## config.mk

```make
export PLATFORM = sky130hd
export DESIGN_NAME = conv_controller_fsm_gen_flat
export DESIGN_NICKNAME = d
export VERILOG_FILES = /design/src/rtl/conv_controller_fsm_gen_if.sv /design/src/rtl/conv_controller_fsm_gen.sv /design/src/flat_wrapper.sv
export SDC_FILE = /design/constraint.sdc
export NUM_CORES = 1
export LEC_CHECK = 0
export CORE_ASPECT_RATIO = 0.7
export CORE_MARGIN = 1.5
export CORE_UTILIZATION = 45
export CTS_CLUSTER_SIZE = 14
export DETAILED_ROUTE_END_ITERATION = 8
export GPL_ROUTABILITY_DRIVEN = 1
export GPL_TIMING_DRIVEN = 0
export PLACE_DENSITY = 0.66
export SLEW_MARGIN = 10
export SYNTH_ARGS = -nofsm -noshare
export SYNTH_HDL_FRONTEND = slang
export SYNTH_SLANG_ARGS = --single-unit
```

## constraint.sdc

```tcl
create_clock -name clk -period 2.3 [get_ports clk]
set_input_delay 0.69 -clock clk [delete_from_list [all_inputs] [get_ports clk]]
set_output_delay 0.69 -clock clk [all_outputs]
set_load 0.01 [all_outputs]
```

## src/rtl/conv_controller_fsm_gen_if.sv

```systemverilog
// Operand handshake, MAC control, partial-sum memory and output-pixel bundle
// driven by conv_controller_fsm_gen.
interface conv_controller_fsm_gen_if #(
  parameter int unsigned ADDR_W = 20
);
  logic              a_valid;
  logic              b_valid;
  logic              a_ready;
  logic              b_ready;
  logic              write_a;
  logic              write_b;
  logic              mac_valid;
  logic              mac_accumulate_internal;
  logic              mac_accumulate_with_0;
  logic              mem_re;
  logic [ADDR_W-1:0] mem_read_addr;
  logic              mem_we;
  logic [ADDR_W-1:0] mem_write_addr;
  logic              output_valid;
  logic [31:0]       output_x;
  logic [31:0]       output_y;
  logic [31:0]       output_ch;

  modport master (
    input  a_valid, b_valid,
    output a_ready, b_ready, write_a, write_b,
    output mac_valid, mac_accumulate_internal, mac_accumulate_with_0,
    output mem_re, mem_read_addr, mem_we, mem_write_addr,
    output output_valid, output_x, output_y, output_ch
  );

  modport slave (
    output a_valid, b_valid,
    input  a_ready, b_ready, write_a, write_b,
    input  mac_valid, mac_accumulate_internal, mac_accumulate_with_0,
    input  mem_re, mem_read_addr, mem_we, mem_write_addr,
    input  output_valid, output_x, output_y, output_ch
  );
endinterface

```

## src/rtl/conv_controller_fsm_gen.sv

```systemverilog
// Stalling x/y/ch_in/ch_out/k_v/k_h loop sequencer with MAC-depth retimed write-back.
// Optional macro CONV_CTRL_PERF_CNT_EN adds the stall_cycles counter port.
module conv_controller_fsm_gen #(
  parameter int unsigned LOG2_OF_MEM_HEIGHT = 20,
  parameter int unsigned FEATURE_MAP_WIDTH  = 1024,
  parameter int unsigned FEATURE_MAP_HEIGHT = 1024,
  parameter int unsigned INPUT_NB_CHANNELS  = 64,
  parameter int unsigned OUTPUT_NB_CHANNELS = 64,
  parameter int unsigned KERNEL_SIZE        = 3,
  parameter int unsigned MAC_PIPE_DEPTH     = 4
) (
  input  logic        clk,
  input  logic        arst_n_in,
  input  logic        start,
  output logic        running,
`ifdef CONV_CTRL_PERF_CNT_EN
  output logic [31:0] stall_cycles,
`endif
  conv_controller_fsm_gen_if.master bus
);
  localparam int unsigned CW         = 32;
  localparam int unsigned AW         = LOG2_OF_MEM_HEIGHT;
  localparam int unsigned DW         = $clog2(MAC_PIPE_DEPTH + 1) + 1;
  localparam int unsigned LAST_STAGE = MAC_PIPE_DEPTH - 1;
  localparam logic [CW-1:0] X_LAST  = CW'(FEATURE_MAP_WIDTH - 1);
  localparam logic [CW-1:0] Y_LAST  = CW'(FEATURE_MAP_HEIGHT - 1);
  localparam logic [CW-1:0] CI_LAST = CW'(INPUT_NB_CHANNELS - 1);
  localparam logic [CW-1:0] CO_LAST = CW'(OUTPUT_NB_CHANNELS - 1);
  localparam logic [CW-1:0] K_LAST  = CW'(KERNEL_SIZE - 1);

  typedef enum logic [1:0] {IDLE = 2'd0, RUN = 2'd1, DRAIN = 2'd2} state_t;

  typedef struct packed {
    logic          valid;
    logic          acc_int;
    logic          acc_w0;
    logic          we_tag;
    logic          out_tag;
    logic [CW-1:0] x;
    logic [CW-1:0] y;
    logic [CW-1:0] co;
  } beat_t;

  state_t        state, state_n;
  logic [DW-1:0] drain_cnt;
  logic [CW-1:0] x_cnt, y_cnt, ci_cnt, co_cnt, kv_cnt, kh_cnt;
  logic          last_x, last_y, last_ci, last_co, last_kv, last_kh;
  logic          first_k, last_k, last_overall;
  logic          rdy_c, fire_c, running_c, mem_re_c;
  beat_t         beat_in_c;
  beat_t         pipe [MAC_PIPE_DEPTH];
  logic          mem_we_q, out_valid_q;
  logic [AW-1:0] mem_wa_q;
  logic [CW-1:0] out_x_q, out_y_q, out_ch_q;

  assign last_x       = (x_cnt == X_LAST);
  assign last_y       = (y_cnt == Y_LAST);
  assign last_ci      = (ci_cnt == CI_LAST);
  assign last_co      = (co_cnt == CO_LAST);
  assign last_kv      = (kv_cnt == K_LAST);
  assign last_kh      = (kh_cnt == K_LAST);
  assign first_k      = (kv_cnt == '0) && (kh_cnt == '0);
  assign last_k       = last_kv && last_kh;
  assign last_overall = last_x && last_y && last_ci && last_co && last_k;

  // State register
  always_ff @(posedge clk or negedge arst_n_in) begin : state_reg
    if (!arst_n_in) state <= IDLE;
    else            state <= state_n;
  end

  // Next-state logic
  always_comb begin : next_state
    state_n = state;
    unique case (state)
      IDLE:    if (start) state_n = RUN;
      RUN:     if (fire_c && last_overall) state_n = DRAIN;
      DRAIN:   if (drain_cnt == DW'(MAC_PIPE_DEPTH)) state_n = IDLE;
      default: state_n = IDLE;
    endcase
  end

  // Handshake, same-cycle memory read and the beat entering the MAC pipe
  always_comb begin : outputs
    rdy_c     = 1'b0;
    fire_c    = 1'b0;
    running_c = 1'b0;
    mem_re_c  = 1'b0;
    beat_in_c = '0;
    rdy_c     = (state == RUN);
    running_c = (state != IDLE);
    fire_c    = rdy_c && bus.a_valid && bus.b_valid;
    mem_re_c  = fire_c && first_k && (ci_cnt != '0);
    beat_in_c.valid   = fire_c;
    beat_in_c.acc_int = fire_c && !first_k;
    beat_in_c.acc_w0  = fire_c && first_k && (ci_cnt == '0);
    beat_in_c.we_tag  = fire_c && last_k;
    beat_in_c.out_tag = fire_c && last_k && last_ci;
    beat_in_c.x       = x_cnt;
    beat_in_c.y       = y_cnt;
    beat_in_c.co      = co_cnt;
  end

  // DRAIN lasts MAC_PIPE_DEPTH+1 cycles so the final tag reaches the outputs
  always_ff @(posedge clk or negedge arst_n_in) begin : drain_reg
    if (!arst_n_in)           drain_cnt <= '0;
    else if (state == DRAIN)  drain_cnt <= drain_cnt + DW'(1);
    else                      drain_cnt <= '0;
  end

  // Loop nest, innermost k_h; wraps back to all-zero after the last beat
  always_ff @(posedge clk or negedge arst_n_in) begin : loop_cnt
    if (!arst_n_in) begin
      x_cnt  <= '0;
      y_cnt  <= '0;
      ci_cnt <= '0;
      co_cnt <= '0;
      kv_cnt <= '0;
      kh_cnt <= '0;
    end else if (fire_c) begin
      kh_cnt <= last_kh ? '0 : kh_cnt + CW'(1);
      if (last_kh) begin
        kv_cnt <= last_kv ? '0 : kv_cnt + CW'(1);
        if (last_kv) begin
          co_cnt <= last_co ? '0 : co_cnt + CW'(1);
          if (last_co) begin
            ci_cnt <= last_ci ? '0 : ci_cnt + CW'(1);
            if (last_ci) begin
              y_cnt <= last_y ? '0 : y_cnt + CW'(1);
              if (last_y) x_cnt <= last_x ? '0 : x_cnt + CW'(1);
            end
          end
        end
      end
    end
  end

  // MAC pipe model: stage 0 is the mac_valid beat, last stage feeds write-back
  always_ff @(posedge clk or negedge arst_n_in) begin : pipe_regs
    if (!arst_n_in) begin
      for (int i = 0; i < int'(MAC_PIPE_DEPTH); i++) pipe[i] <= '0;
    end else begin
      pipe[0] <= beat_in_c;
      for (int i = 1; i < int'(MAC_PIPE_DEPTH); i++) pipe[i] <= pipe[i-1];
    end
  end

  always_ff @(posedge clk or negedge arst_n_in) begin : out_regs
    if (!arst_n_in) begin
      mem_we_q    <= 1'b0;
      mem_wa_q    <= '0;
      out_valid_q <= 1'b0;
      out_x_q     <= '0;
      out_y_q     <= '0;
      out_ch_q    <= '0;
    end else begin
      mem_we_q    <= pipe[LAST_STAGE].we_tag;
      out_valid_q <= pipe[LAST_STAGE].out_tag;
      if (pipe[LAST_STAGE].we_tag) mem_wa_q <= AW'(pipe[LAST_STAGE].co);
      if (pipe[LAST_STAGE].out_tag) begin
        out_x_q  <= pipe[LAST_STAGE].x;
        out_y_q  <= pipe[LAST_STAGE].y;
        out_ch_q <= pipe[LAST_STAGE].co;
      end
    end
  end

`ifdef CONV_CTRL_PERF_CNT_EN
  // Saturating count of RUN cycles without fire
  always_ff @(posedge clk or negedge arst_n_in) begin : perf_cnt
    if (!arst_n_in) begin
      stall_cycles <= '0;
    end else if (state == IDLE) begin
      if (start) stall_cycles <= '0;
    end else if (state == RUN && !fire_c && stall_cycles != '1) begin
      stall_cycles <= stall_cycles + 32'd1;
    end
  end
`endif

  assign running                     = running_c;
  assign bus.a_ready                 = rdy_c;
  assign bus.b_ready                 = rdy_c;
  assign bus.write_a                 = fire_c;
  assign bus.write_b                 = fire_c;
  assign bus.mem_re                  = mem_re_c;
  assign bus.mem_read_addr           = AW'(co_cnt);
  assign bus.mac_valid               = pipe[0].valid;
  assign bus.mac_accumulate_internal = pipe[0].acc_int;
  assign bus.mac_accumulate_with_0   = pipe[0].acc_w0;
  assign bus.mem_we                  = mem_we_q;
  assign bus.mem_write_addr          = mem_wa_q;
  assign bus.output_valid            = out_valid_q;
  assign bus.output_x                = out_x_q;
  assign bus.output_y                = out_y_q;
  assign bus.output_ch               = out_ch_q;
endmodule

```

## src/flat_wrapper.sv

```systemverilog
// flat-port wrapper written by rule: the top's interface ports become plain ports
module conv_controller_fsm_gen_flat 
#(
  parameter int unsigned LOG2_OF_MEM_HEIGHT = 20,
  parameter int unsigned FEATURE_MAP_WIDTH  = 1024,
  parameter int unsigned FEATURE_MAP_HEIGHT = 1024,
  parameter int unsigned INPUT_NB_CHANNELS  = 64,
  parameter int unsigned OUTPUT_NB_CHANNELS = 64,
  parameter int unsigned KERNEL_SIZE        = 3,
  parameter int unsigned MAC_PIPE_DEPTH     = 4
)
  (clk, arst_n_in, start, running, bus_a_valid, bus_b_valid, bus_a_ready, bus_b_ready, bus_write_a, bus_write_b, bus_mac_valid, bus_mac_accumulate_internal, bus_mac_accumulate_with_0, bus_mem_re, bus_mem_read_addr, bus_mem_we, bus_mem_write_addr, bus_output_valid, bus_output_x, bus_output_y, bus_output_ch);
  conv_controller_fsm_gen_if #(.ADDR_W((20))) bus_i ();
  input  logic clk;
  input  logic arst_n_in;
  input  logic start;
  output logic running;
  input wire logic [$bits(bus_i.a_valid)-1:0] bus_a_valid;
  input wire logic [$bits(bus_i.b_valid)-1:0] bus_b_valid;
  output wire logic [$bits(bus_i.a_ready)-1:0] bus_a_ready;
  output wire logic [$bits(bus_i.b_ready)-1:0] bus_b_ready;
  output wire logic [$bits(bus_i.write_a)-1:0] bus_write_a;
  output wire logic [$bits(bus_i.write_b)-1:0] bus_write_b;
  output wire logic [$bits(bus_i.mac_valid)-1:0] bus_mac_valid;
  output wire logic [$bits(bus_i.mac_accumulate_internal)-1:0] bus_mac_accumulate_internal;
  output wire logic [$bits(bus_i.mac_accumulate_with_0)-1:0] bus_mac_accumulate_with_0;
  output wire logic [$bits(bus_i.mem_re)-1:0] bus_mem_re;
  output wire logic [$bits(bus_i.mem_read_addr)-1:0] bus_mem_read_addr;
  output wire logic [$bits(bus_i.mem_we)-1:0] bus_mem_we;
  output wire logic [$bits(bus_i.mem_write_addr)-1:0] bus_mem_write_addr;
  output wire logic [$bits(bus_i.output_valid)-1:0] bus_output_valid;
  output wire logic [$bits(bus_i.output_x)-1:0] bus_output_x;
  output wire logic [$bits(bus_i.output_y)-1:0] bus_output_y;
  output wire logic [$bits(bus_i.output_ch)-1:0] bus_output_ch;
  assign bus_i.a_valid = bus_a_valid;
  assign bus_i.b_valid = bus_b_valid;
  assign bus_a_ready = bus_i.a_ready;
  assign bus_b_ready = bus_i.b_ready;
  assign bus_write_a = bus_i.write_a;
  assign bus_write_b = bus_i.write_b;
  assign bus_mac_valid = bus_i.mac_valid;
  assign bus_mac_accumulate_internal = bus_i.mac_accumulate_internal;
  assign bus_mac_accumulate_with_0 = bus_i.mac_accumulate_with_0;
  assign bus_mem_re = bus_i.mem_re;
  assign bus_mem_read_addr = bus_i.mem_read_addr;
  assign bus_mem_we = bus_i.mem_we;
  assign bus_mem_write_addr = bus_i.mem_write_addr;
  assign bus_output_valid = bus_i.output_valid;
  assign bus_output_x = bus_i.output_x;
  assign bus_output_y = bus_i.output_y;
  assign bus_output_ch = bus_i.output_ch;
  conv_controller_fsm_gen #(.LOG2_OF_MEM_HEIGHT(LOG2_OF_MEM_HEIGHT), .FEATURE_MAP_WIDTH(FEATURE_MAP_WIDTH), .FEATURE_MAP_HEIGHT(FEATURE_MAP_HEIGHT), .INPUT_NB_CHANNELS(INPUT_NB_CHANNELS), .OUTPUT_NB_CHANNELS(OUTPUT_NB_CHANNELS), .KERNEL_SIZE(KERNEL_SIZE), .MAC_PIPE_DEPTH(MAC_PIPE_DEPTH)) u_core (.clk(clk), .arst_n_in(arst_n_in), .start(start), .running(running), .bus(bus_i));
endmodule
```

==> reports/qor.txt, run 1 <==
=====================================================================================
IR Drop Worst-Case VDD .................................................     0.445 mV
Placeable Area .........................................................  53700 sq um
Post-route ant nets ....................................................            0
Detail-routed net length per standard cell .............................      18.1 um
Global-route congestion overflow total .................................            0
Worst clock skew on the final layout ...................................    0.0222 ns
Num CTS Buffers ........................................................           68
Max Root-Sink Buffers ..................................................            3
Headroom to the max-slew limit .........................................        0.437
Depth of the CTS H-tree ................................................            3
DRC Markers ............................................................            0
Total Nets Final .......................................................         2033
Unique cell type count in the Yosys netlist ............................           49
Synth-to-Final Area Change .............................................        29.1%
Overall track demand over capacity in global routing ...................        0.185
Portion of total power attributed to the clock network .................        0.452
DP Wirelength ..........................................................      31.1 mm
Critical path start-end classification ................................. flop to primary output
Final estimated routing congestion in global placement .................        0.848
Net switching component of the power ...................................      5.20 mW
Share of power burned in combinational logic ...........................        0.032
Sequential share of the synthesized area ...............................        0.726
Sink count of the clock tree ...........................................          711
Final total negative setup slack .......................................    -30.71 ns
Crit share post-route ..................................................         1.28
CTS Root Buffer Type ................................................... sky130_fd_sc_hd__clkbuf_16
Area post-placement ....................................................  27100 sq um
Failing checks ......................................................... negative setup slack
Class of the worst hold path ........................................... input port to async pin
Async set or reset register ratio after synthesis ......................         1.00
1st-pass router iterations .............................................            5
Commonest non-fill, non-tap cell in the layout ......................... sky130_fd_sc_hd__dfrtp_1
Main synth FF type ..................................................... sky130_fd_sc_hd__dfrtp_1
Register with the most flip-flops ......................................  u_core.pipe
Critical Path Fanout Max ...............................................            5
Port-buffer cells ......................................................          151
Chip Height ............................................................       198 um
Site Rows ..............................................................           71
Flip-flop count of the largest register, all copies and words added ....          392
Syn_nets ...............................................................         1703
Nature of the critical path endpoint ................................... primary output
Result of the run ...................................................... complete, but fails checks
Unrepaired setup endpoints after global routing ........................          yes
Power density relative to cell area ....................................  776 nW/um^2
Largest net degree at the start of global routing ......................          117
TritonCTS clock tree ...................................................        built
Gate count after technology mapping ....................................         1685
Register Area ..........................................................  17800 sq um
Number of antenna violations at the first check in global routing ......            0
Worst Setup Start Kind .................................................         flop
Minimum clock period after layout ......................................      2.95 ns
Fillers ................................................................         4062
Total of endpoints with negative setup slack in the final report .......          157
Routed via count .......................................................        14300
Yosys warning total ....................................................            0
Worst endpoint required time ...........................................      1.61 ns
Leak pwr ...............................................................      15.4 nW
Cells traversed along the worst timing path ............................ nor4_4, and3_4, nand3_2, nor4_4, and3_1, buf_2
#FFs+latches synth .....................................................          711
Slowest cell delay on critical path ....................................      0.46 ns
Via count of the first global-routing pass .............................        14500
# Max-Cap Violations ...................................................            0
Die Outline Area .......................................................  55900 sq um
Violation count after the first detailed-route iteration ...............         1132
Final Instance Count excl. Fillers .....................................         2792
WP data arrival ........................................................      2.26 ns
Ant. Diodes ............................................................            0
Hold Violations, Final .................................................            0
Slew at the pin with the worst max-slew slack ..........................     0.845 ns
Share of final-layout standard cells stronger than drive strength 1 ....        0.287
Global-route wire length before repair .................................      80.9 mm
Number of primary I/O pins .............................................          152
Top cell by count, worst path .......................................... sky130_fd_sc_hd__nor4_4
Count of flip-flops with a built-in enable after synthesis .............            0
Initial core utilization ...............................................        0.456
Chip width .............................................................       282 um
Wire length after detailed routing .....................................      50.5 mm
Leading cell types in the layout, fill and taps excluded ............... sky130_fd_sc_hd__dfrtp_1, sky130_fd_sc_hd__clkdlybuf4s50_1, sky130_fd_sc_hd__mux2_2, sky130_fd_sc_hd__buf_4, sky130_fd_sc_hd__xor2_1
Syn_area_per_cell ......................................................   14.5 sq um
Dpl cells ..............................................................         2573
Highest Clock Rate .....................................................      339 MHz
Clock-pin slew of the registers on the worst-case setup and hold paths .      0.06 ns
Post-route worst setup slack ...........................................    -0.647 ns
Pins over their slew limit .............................................            0
Routed via count divided by cell count .................................         5.11
Switching power as a share of total power ..............................        0.212
Internal Pwr Total .....................................................      19.3 mW
Multi-input combinational cell area ....................................   7580 sq um
Reg power frac .........................................................        0.517
Combined area of all synthesized cells .................................  24500 sq um
Critical-path top delay cell ........................................... sky130_fd_sc_hd__dfrtp_2
Post-route cell area ...................................................  31600 sq um
Clock network latency to the later pin of the worst-skew pair ..........      0.60 ns
=====================================================================================
-- per-layer routing --
layer | global-route usage | vias up | routed length (um)
li1 | - | 6479 | -
met1 | 0.277 | 7413 | 23900
met2 | 0.275 | 319 | 23300
met3 | 0.0379 | 67 | 2320
met4 | 0.0468 | 0 | 983
met5 | 0 | - | 0
-- cell type report --
type	instances	area share
buffer	53	0.0127
clock buffer	99	0.0620
clock inverter	18	0.00823
inverter	42	0.00515
multi-input combinational	880	0.240
sequential	711	0.564
tap	730	0.0289
timing repair buffer	259	0.0792
-- final timing paths --
check                                  start                 endpoint  slack [ns]  cells past startpoint
min reg2reg                 u_core.pipe[167]          u_core.pipe[66]        0.34                      0
min                                arst_n_in         u_core.pipe[105]        0.17                      2
max in group asynchronous          arst_n_in  u_core.bus.output_x[31]        0.48                      5
max                        u_core.kv_cnt[13]               bus_mem_re       -0.65                      6
min in group clk            u_core.pipe[167]          u_core.pipe[66]        0.34                      0
max reg2reg                u_core.kh_cnt[22]         u_core.ci_cnt[7]       -0.45                      9
-- cells by family after synthesis --
group / count (synthesis) / synth area share
fa+ha+maj: 13 / 0.00664
simple gates: 518 / 0.120
xor+xnor: 153 / 0.0547
mux: 119 / 0.0546
flops: 711 / 0.726
buf+inv: 99 / 0.0194
compound gates: 72 / 0.0184
-- power by group through the flow --
stage	registers (mW)	logic, mW	clock network, mW
3_3_place_gp	12.9	0.555	0
3_5_place_dp	12.9	0.663	0
5_1_grt	12.7	0.876	11.9
2_1_floorplan	12.9	0.287	0
6_report	12.7	0.776	11.1
4_1_cts	12.7	0.754	11.4
-- worst max-delay path: cells and delay by family (launching register included) --
| kind | cells | cell delay, ns |
|---|---|---|
| and+or+nand+nor | 5 | 1.08 |
| DFF | 1 | 0.46 |
| buffers and inverters | 1 | 0.13 |
-- per-stage QoR --
step / power (mW) / hold slack (ns) / worst slack [ns] / utilization
global route: 25.5 / 0.160 / -0.748 / 0.588
floorplan: 13.2 / 0.331 / -0.0628 / -
CTS: 24.8 / 0.343 / -0.681 / 0.574
global placement: 13.5 / 0.331 / -29.73 / 0.501
detailed placement: 13.6 / 0.335 / -1.19 / 0.505
finish: 24.5 / 0.170 / -0.647 / 0.588
-- cell usage after synthesis (13+ instances only) --
master                       n  area (sq um)
sky130_fd_sc_hd__dfrtp_1   711         17800
sky130_fd_sc_hd__mux2_2    117          1320
sky130_fd_sc_hd__xor2_1     94           823
sky130_fd_sc_hd__nand2_1    90           338
sky130_fd_sc_hd__nor2_1     85           319
sky130_fd_sc_hd__nand3_1    80           400
sky130_fd_sc_hd__xnor2_1    59           517
sky130_fd_sc_hd__nor4_1     52           325
sky130_fd_sc_hd__nor3_1     48           240
sky130_fd_sc_hd__inv_1      41           154
sky130_fd_sc_hd__nand4_1    40           250
sky130_fd_sc_hd__and3_1     33           206
sky130_fd_sc_hd__o21ai_0    30           150
sky130_fd_sc_hd__clkbuf_1   29           109
sky130_fd_sc_hd__buf_4      22           165
sky130_fd_sc_hd__o31ai_1    22           165
sky130_fd_sc_hd__and4_1     20           175
sky130_fd_sc_hd__and2_1     14          87.6
sky130_fd_sc_hd__ha_1       13           163
-- what timing repair did --
item | in CTS | in global routing
buffers inserted | 80 | 20
gates cloned | 4 | 1
pin swaps | 37 | 53
endpoints found under the setup margin | 243 | 344
hold buffers | 1 | 0
endpoints found under the hold margin | 21 | 0
gates resized for setup | 235 | 133
(Power assumes the default switching activity.)
==> run 2: changes to the inputs <==
--- a/config.mk
+++ b/config.mk
@@ -10,7 +10,7 @@
 export CORE_UTILIZATION = 45
 export CTS_CLUSTER_SIZE = 14
 export DETAILED_ROUTE_END_ITERATION = 8
-export GPL_ROUTABILITY_DRIVEN = 1
+export GPL_ROUTABILITY_DRIVEN = 0
 export GPL_TIMING_DRIVEN = 0
 export PLACE_DENSITY = 0.66
 export SLEW_MARGIN = 10
==> results of run 2 <==
Final layout, timing and power as in run 1 (identical DEF).
==> run 3: changes to the inputs <==
--- a/config.mk
+++ b/config.mk
@@ -5,6 +5,7 @@
 export SDC_FILE = /design/constraint.sdc
 export NUM_CORES = 1
 export LEC_CHECK = 0
+export ABC_CLOCK_PERIOD_IN_PS = 2300
 export CORE_ASPECT_RATIO = 0.7
 export CORE_MARGIN = 1.5
 export CORE_UTILIZATION = 45
==> results of run 3 <==
Final layout, timing and power as in run 1 (identical DEF).
